===== config.mk =====
export PLATFORM = sky130hd
export DESIGN_NAME = updown_counter_display
export DESIGN_NICKNAME = d
export VERILOG_FILES = /design/src/rtl/updown_counter_display.sv
export SDC_FILE = /design/constraint.sdc
export NUM_CORES = 1
export LEC_CHECK = 0
export BUFFER_PORTS_ARGS = -buffer_cell sky130_fd_sc_hd__buf_4
export CORE_UTILIZATION = 54
export CTS_CLUSTER_DIAMETER = 120
export CTS_CLUSTER_SIZE = 16
export DETAILED_ROUTE_END_ITERATION = 12
export GPL_TIMING_DRIVEN = 0
export PLACE_DENSITY = 0.91
export RECOVER_POWER = 100
export SYNTH_ARGS = -nofsm -noshare
export SYNTH_HDL_FRONTEND = slang
export SYNTH_SLANG_ARGS = --single-unit

===== constraint.sdc =====
create_clock -name clk_i -period 2.5 [get_ports clk_i]
set_input_delay 0.125 -clock clk_i [delete_from_list [all_inputs] [get_ports clk_i]]
set_output_delay 0.125 -clock clk_i [all_outputs]
set_load 0.02 [all_outputs]

===== src/rtl/updown_counter_display.sv =====
// updown_counter_display
//   Loadable WIDTH-bit up/down counter with button edge detection, wrap or
//   saturate at the ends, a continuous-run mode that stops STOP_MARGIN short
//   of the top, and a multiplexed active-low 7-segment display driver.
//
// Ports
//   clk_i      counter clock
//   greset     synchronous active-high reset
//   up_btn_i   increment button level (debounced)
//   dw_btn_i   decrement button level (debounced)
//   ld_btn_i   load button level (debounced)
//   run_i      continuous increment enable
//   din_i      load value
//   digsel_i   one-cycle strobe advancing the displayed digit
//   q_o        counter value
//   utc_o      q_o is all ones
//   dtc_o      q_o is zero
//   an_o       digit anodes, active-low
//   seg_o      segments {g..a}, active-low
//   dp_o       decimal point, held off
module updown_counter_display #(
    parameter int WIDTH       = 16,
    parameter int WRAP_EN     = 1,
    parameter int STOP_MARGIN = 4,
    parameter int BLANK_LZ    = 0
) (
    input  logic                  clk_i,
    input  logic                  greset,
    input  logic                  up_btn_i,
    input  logic                  dw_btn_i,
    input  logic                  ld_btn_i,
    input  logic                  run_i,
    input  logic [WIDTH-1:0]      din_i,
    input  logic                  digsel_i,
    output logic [WIDTH-1:0]      q_o,
    output logic                  utc_o,
    output logic                  dtc_o,
    output logic [WIDTH/4-1:0]    an_o,
    output logic [6:0]            seg_o,
    output logic                  dp_o
);

    localparam int DIGITS = WIDTH / 4;

    // Run limit computed one bit wider so 2^WIDTH itself is representable.
    localparam logic [WIDTH:0] FULL_RANGE = {1'b1, {WIDTH{1'b0}}};
    localparam logic [WIDTH:0] RUN_LIMIT  = FULL_RANGE - (WIDTH+1)'(STOP_MARGIN);

    logic [WIDTH-1:0]  cnt_q, cnt_d;
    logic              up_q, up_d;
    logic              dw_q, dw_d;
    logic              ld_q, ld_d;
    logic [DIGITS-1:0] ring_q, ring_d;

    logic up_rise, dw_rise, ld_rise;
    logic conflict;
    logic inc;

    always_comb begin
        up_d = up_btn_i;
        dw_d = dw_btn_i;
        ld_d = ld_btn_i;

        up_rise = up_btn_i & ~up_q;
        dw_rise = dw_btn_i & ~dw_q;
        ld_rise = ld_btn_i & ~ld_q;

        // Any two button levels high together suppresses all counting.
        conflict = (up_btn_i & dw_btn_i) | (up_btn_i & ld_btn_i) | (dw_btn_i & ld_btn_i);

        inc = up_rise | (run_i & ({1'b0, cnt_q} < RUN_LIMIT));

        cnt_d = cnt_q;
        if (!conflict) begin
            if (ld_rise) begin
                cnt_d = din_i;
            end else if (dw_rise) begin
                if (cnt_q == '0) begin
                    cnt_d = (WRAP_EN != 0) ? '1 : '0;
                end else begin
                    cnt_d = cnt_q - WIDTH'(1);
                end
            end else if (inc) begin
                if (cnt_q == '1) begin
                    cnt_d = (WRAP_EN != 0) ? '0 : '1;
                end else begin
                    cnt_d = cnt_q + WIDTH'(1);
                end
            end
        end

        ring_d = ring_q;
        if (digsel_i) begin
            ring_d = {ring_q[DIGITS-2:0], ring_q[DIGITS-1]};
        end
    end

    always_ff @(posedge clk_i) begin
        if (greset) begin
            cnt_q  <= '0;
            up_q   <= 1'b0;
            dw_q   <= 1'b0;
            ld_q   <= 1'b0;
            ring_q <= DIGITS'(1);
        end else begin
            cnt_q  <= cnt_d;
            up_q   <= up_d;
            dw_q   <= dw_d;
            ld_q   <= ld_d;
            ring_q <= ring_d;
        end
    end

    assign q_o   = cnt_q;
    assign utc_o = &cnt_q;
    assign dtc_o = ~|cnt_q;
    assign dp_o  = 1'b1;

    logic [3:0]        nib;
    logic [DIGITS-1:0] upper_nz;
    logic              acc_nz;

    always_comb begin
        nib = 4'h0;
        for (int k = 0; k < DIGITS; k++) begin
            if (ring_q[k]) begin
                nib = cnt_q[4*k +: 4];
            end
        end

        // upper_nz[k]: some nibble at position k or above is nonzero.
        acc_nz = 1'b0;
        for (int k = DIGITS - 1; k >= 0; k--) begin
            acc_nz      = acc_nz | (|cnt_q[4*k +: 4]);
            upper_nz[k] = acc_nz;
        end

        for (int k = 0; k < DIGITS; k++) begin
            an_o[k] = ~ring_q[k] | ((BLANK_LZ != 0) && (k != 0) && !upper_nz[k]);
        end

        case (nib)
            4'h0:    seg_o = 7'b1000000;
            4'h1:    seg_o = 7'b1111001;
            4'h2:    seg_o = 7'b0100100;
            4'h3:    seg_o = 7'b0110000;
            4'h4:    seg_o = 7'b0011001;
            4'h5:    seg_o = 7'b0010010;
            4'h6:    seg_o = 7'b0000010;
            4'h7:    seg_o = 7'b1111000;
            4'h8:    seg_o = 7'b0000000;
            4'h9:    seg_o = 7'b0010000;
            4'hA:    seg_o = 7'b0001000;
            4'hB:    seg_o = 7'b0000011;
            4'hC:    seg_o = 7'b1000110;
            4'hD:    seg_o = 7'b0100001;
            4'hE:    seg_o = 7'b0000110;
            default: seg_o = 7'b0001110;
        endcase
    end

endmodule


==> metrics.cfg <==
[status]
status = completed

[power]
peakVddDrop_mv = 0.304
switching_share_pct = 44.2
p_comb_share_pct = 55.2
p_sw_uw = 695
pwr-share-seq_pct = 28.4
p_leak_uw = 0.00119
intPower_uw = 876
power_density_nw_per_um2 = 573
power_uw = 1570
power.share.clock_pct = 16.4

[hold_path]
worst_hold_path.endpoint = up_q
hold_path.class = input port to flop
hp-start = up_btn_i
holdPathStages = 2

[worst_setup_path]
cp_top_family = compound AO/OA/AOI/OAI gates
arrival_ps = 2320
r2r_start = q_o[13]
r2r_cells = 8
critPathMaxFanout = 8
path_common_cell = buf_4
cpPeakStageDelay_ps = 330
regToRegSetupSlack_ps = 200
startpoint_type = flop
worstPathRequired_ps = 2380
end_kind = primary output
crit_type = flop to primary output
path_buf_inv = 3
slowest_stage = dfxtp_1
reg2reg_to = q_o[12]
crit_chain = buf_4 > nor2b_1 > a221o_1 > a22oi_2 > ha_1 > inv_1 > o31ai_1 > buf_4

[drt]
wl_per_cell_um = 17.3
detail_route.vias_per_cell = 6.46
drc = 0
firstDrtPassIters = 5
ant_nets = 0
vias = 2655
drt_wl_total_mm = 7.10
drtIter0Drc = 283

[global_route]
antenna_found_initial = 0
grt_first_pass_wirelength_mm = 11.5
grt_pass1_vias = 2390
track_usage_pct = 34.5
grt_max_degree = 15
grt_overflow = 0

[layout]
drive_gt1_share_pct = 27.0
final_util_pct = 72.2
multi_input_area_um2 = 1550
area_growth_pct = 23.9
layout.area.seq_um2 = 462
postLayoutCellArea_um2 = 2740
num_antenna_cells = 0
layout.cells.non_filler = 411
nNetsFinal = 396
fillCellCount = 323

[yosys]
ys.flop_type = dfxtp_1
ys_seq_elements = 23
synthArstFlopShare_pct = 0
postSynthAreaPerCell_um2 = 7.24
synth_cells = 306
synth_edf_count = 0
syn-cell-area_um2 = 2210
synth_warnings = 0
yosys.cell_types.count = 52
seq_area_frac_synth_pct = 20.8
syn-num-nets = 338

[timing]
fin_ws_ps = 57.6
drv_slew = 0
period_needed_ps = 2440
fin_skew_ps = 13.9
min_period_over_period_pct = 97.7
fmax_mhz = 409
tightest_slew_ps = 549
hold_viol_final = 0
setup_viol = 0
slew_headroom_pct = 63.1

[clock_network]
htreeDepth = 1
cts-hold-fix-buffers = 0
cts_sinks = 23
clk_pin_slew_worst_paths_ps = 100
cts_root_buf = clkbuf_8
insertion_delay_ps = 280
numCtsBuffers = 3
clockBufferDepth = 2
cts_tree = done

[die]
io_pins = 53
start_util_pct = 58.3
die_h_um = 66.0
core_um2 = 3800
dieArea_um2 = 4360
fp-row-count = 22
dieWidth_um = 66.0

[placement]
place_congestion = 0.994
post-place-ws_ps = 81.2
dp_hpwl_mm = 5.11
dpl_cell_area_um2 = 2640
dpl.cell_count = 403
io_buffers = 49

[flow_run]
cap_violations = 0

==> cell usage in the layout (no fill, tap or decap), types with 4 or more instances in the layout <==
master / n
buf_4: 62
nand2_1: 38
o21ai_0: 22
dfxtp_1: 22
nor2_1: 20
a21oi_1: 16
inv_1: 12
buf_2: 11
o221ai_1: 11
a221o_1: 8
nor3_1: 8
ha_1: 8
nor2b_1: 7
clkbuf_1: 7
o21ai_1: 7
mux2i_1: 6
and2_1: 6
nor4_1: 6
nand4_1: 6
xnor2_1: 6
nand2b_1: 5
nand3_1: 5
o21a_1: 4
a21o_1: 4
a31oi_1: 4
==> state kept, by name, summed over array words and instances, names as in the netlist <==
signal and cells:
up_q 1, ring_q 4, dw_q 1, q_o 16, ld_q 1
==> layout make-up <==
cell class | instances | area share, %
well taps | 48 | 2.19
inverters | 13 | 1.78
repair buffers | 54 | 14.8
flip-flops and latches | 23 | 16.8
multi-input cells | 240 | 56.5
clock inverters | 1 | 0.274
clock buffers | 3 | 1.50
plain buffers | 29 | 6.16
==> worst register-to-register path: cells and delay by family (launching register included) <==
family | cells | cell delay, ps
compound gates | 3 | 460
buf+inv | 2 | 580
flops | 1 | 340
simple gates | 3 | 780
==> per-layer routing <==
layer	track usage (%)	up-vias	wire [µm]
li1	-	1234	-
met1	45.2	1222	2870
met3	3.97	27	690
met2	56.9	172	3300
met4	13.8	0	244
met5	0	-	0
==> metrics by stage <==
stage | hold slack, ps | setup TNS (ps)
after floorplan | 253 | 0
after global placement | 373 | 0
after detailed placement | 380 | 0
after CTS | 92.4 | 0
after global routing | 95.6 | -47.3
final | 81.8 | 0
==> logic make-up after synthesis <==
logic type	Yosys count	synth area share [%]
and+or+nand+nor	119	28.6
AOI/OAI and AO/OA	99	30.5
buffers and inverters	43	9.77
DFF	23	20.8
adders and majority gates	9	5.08
xor gates and xnor gates	6	2.37
muxes	6	2.71
other	1	0.169
==> worst max-delay path by stage <==
stage          depth (start not counted)        to      start  slack (ps)
3_3_place_gp                          10  seg_o[6]  ring_q[1]         200
2_1_floorplan                          7  seg_o[3]     q_o[4]         250
6_report                               8  seg_o[0]  ring_q[1]          60
4_1_cts                               10  seg_o[6]  ring_q[1]           3
3_5_place_dp                          10  seg_o[6]  ring_q[1]          80
5_1_grt                                9  seg_o[3]  ring_q[1]         -40
==> what timing repair did <==
action | CTS | global route
pin swaps | 1 | 5
gates cloned | 0 | 0
endpoints found under the setup margin | 7 | 5
resized for setup | 2 | 8
setup buffers | 2 | 3
==> synth_stat cells (3+ instances only) <==
master | n | share of area (%)
a22oi_1 | 5 | 1.7
o21ai_1 | 7 | 1.6
clkbuf_1 | 8 | 1.4
nor4_1 | 6 | 1.7
dfxtp_1 | 23 | 21
nand2b_1 | 5 | 1.4
and2_1 | 6 | 1.7
xnor2_1 | 6 | 2.4
a22o_1 | 3 | 1.2
nor2_1 | 20 | 3.4
a221o_1 | 8 | 3.6
inv_1 | 13 | 2.2
and3_1 | 3 | 0.85
a21o_1 | 4 | 1.4
a21oi_1 | 16 | 3.6
a31oi_1 | 4 | 1.1
o21ai_0 | 22 | 5.0
ha_1 | 9 | 5.1
mux2i_1 | 6 | 2.7
nand2_1 | 38 | 6.4
a211oi_1 | 3 | 1.0
nand3_1 | 5 | 1.1
o21a_1 | 4 | 1.4
buf_4 | 6 | 2.0
o221ai_1 | 11 | 4.4
buf_2 | 12 | 2.7
nor2b_1 | 7 | 2.0
nor3_1 | 8 | 1.8
nand4_1 | 6 | 1.7
==> power by group through the flow <==
stage               registers [µW]  logic, µW  clock network, µW
global route                   451        938                278
CTS                            444        836                251
global placement               450        803                  0
finish                         446        867                258
floorplan                      479        534                  0
detailed placement             452        819                  0
Note: power is estimated with default switching activity, not from simulation.
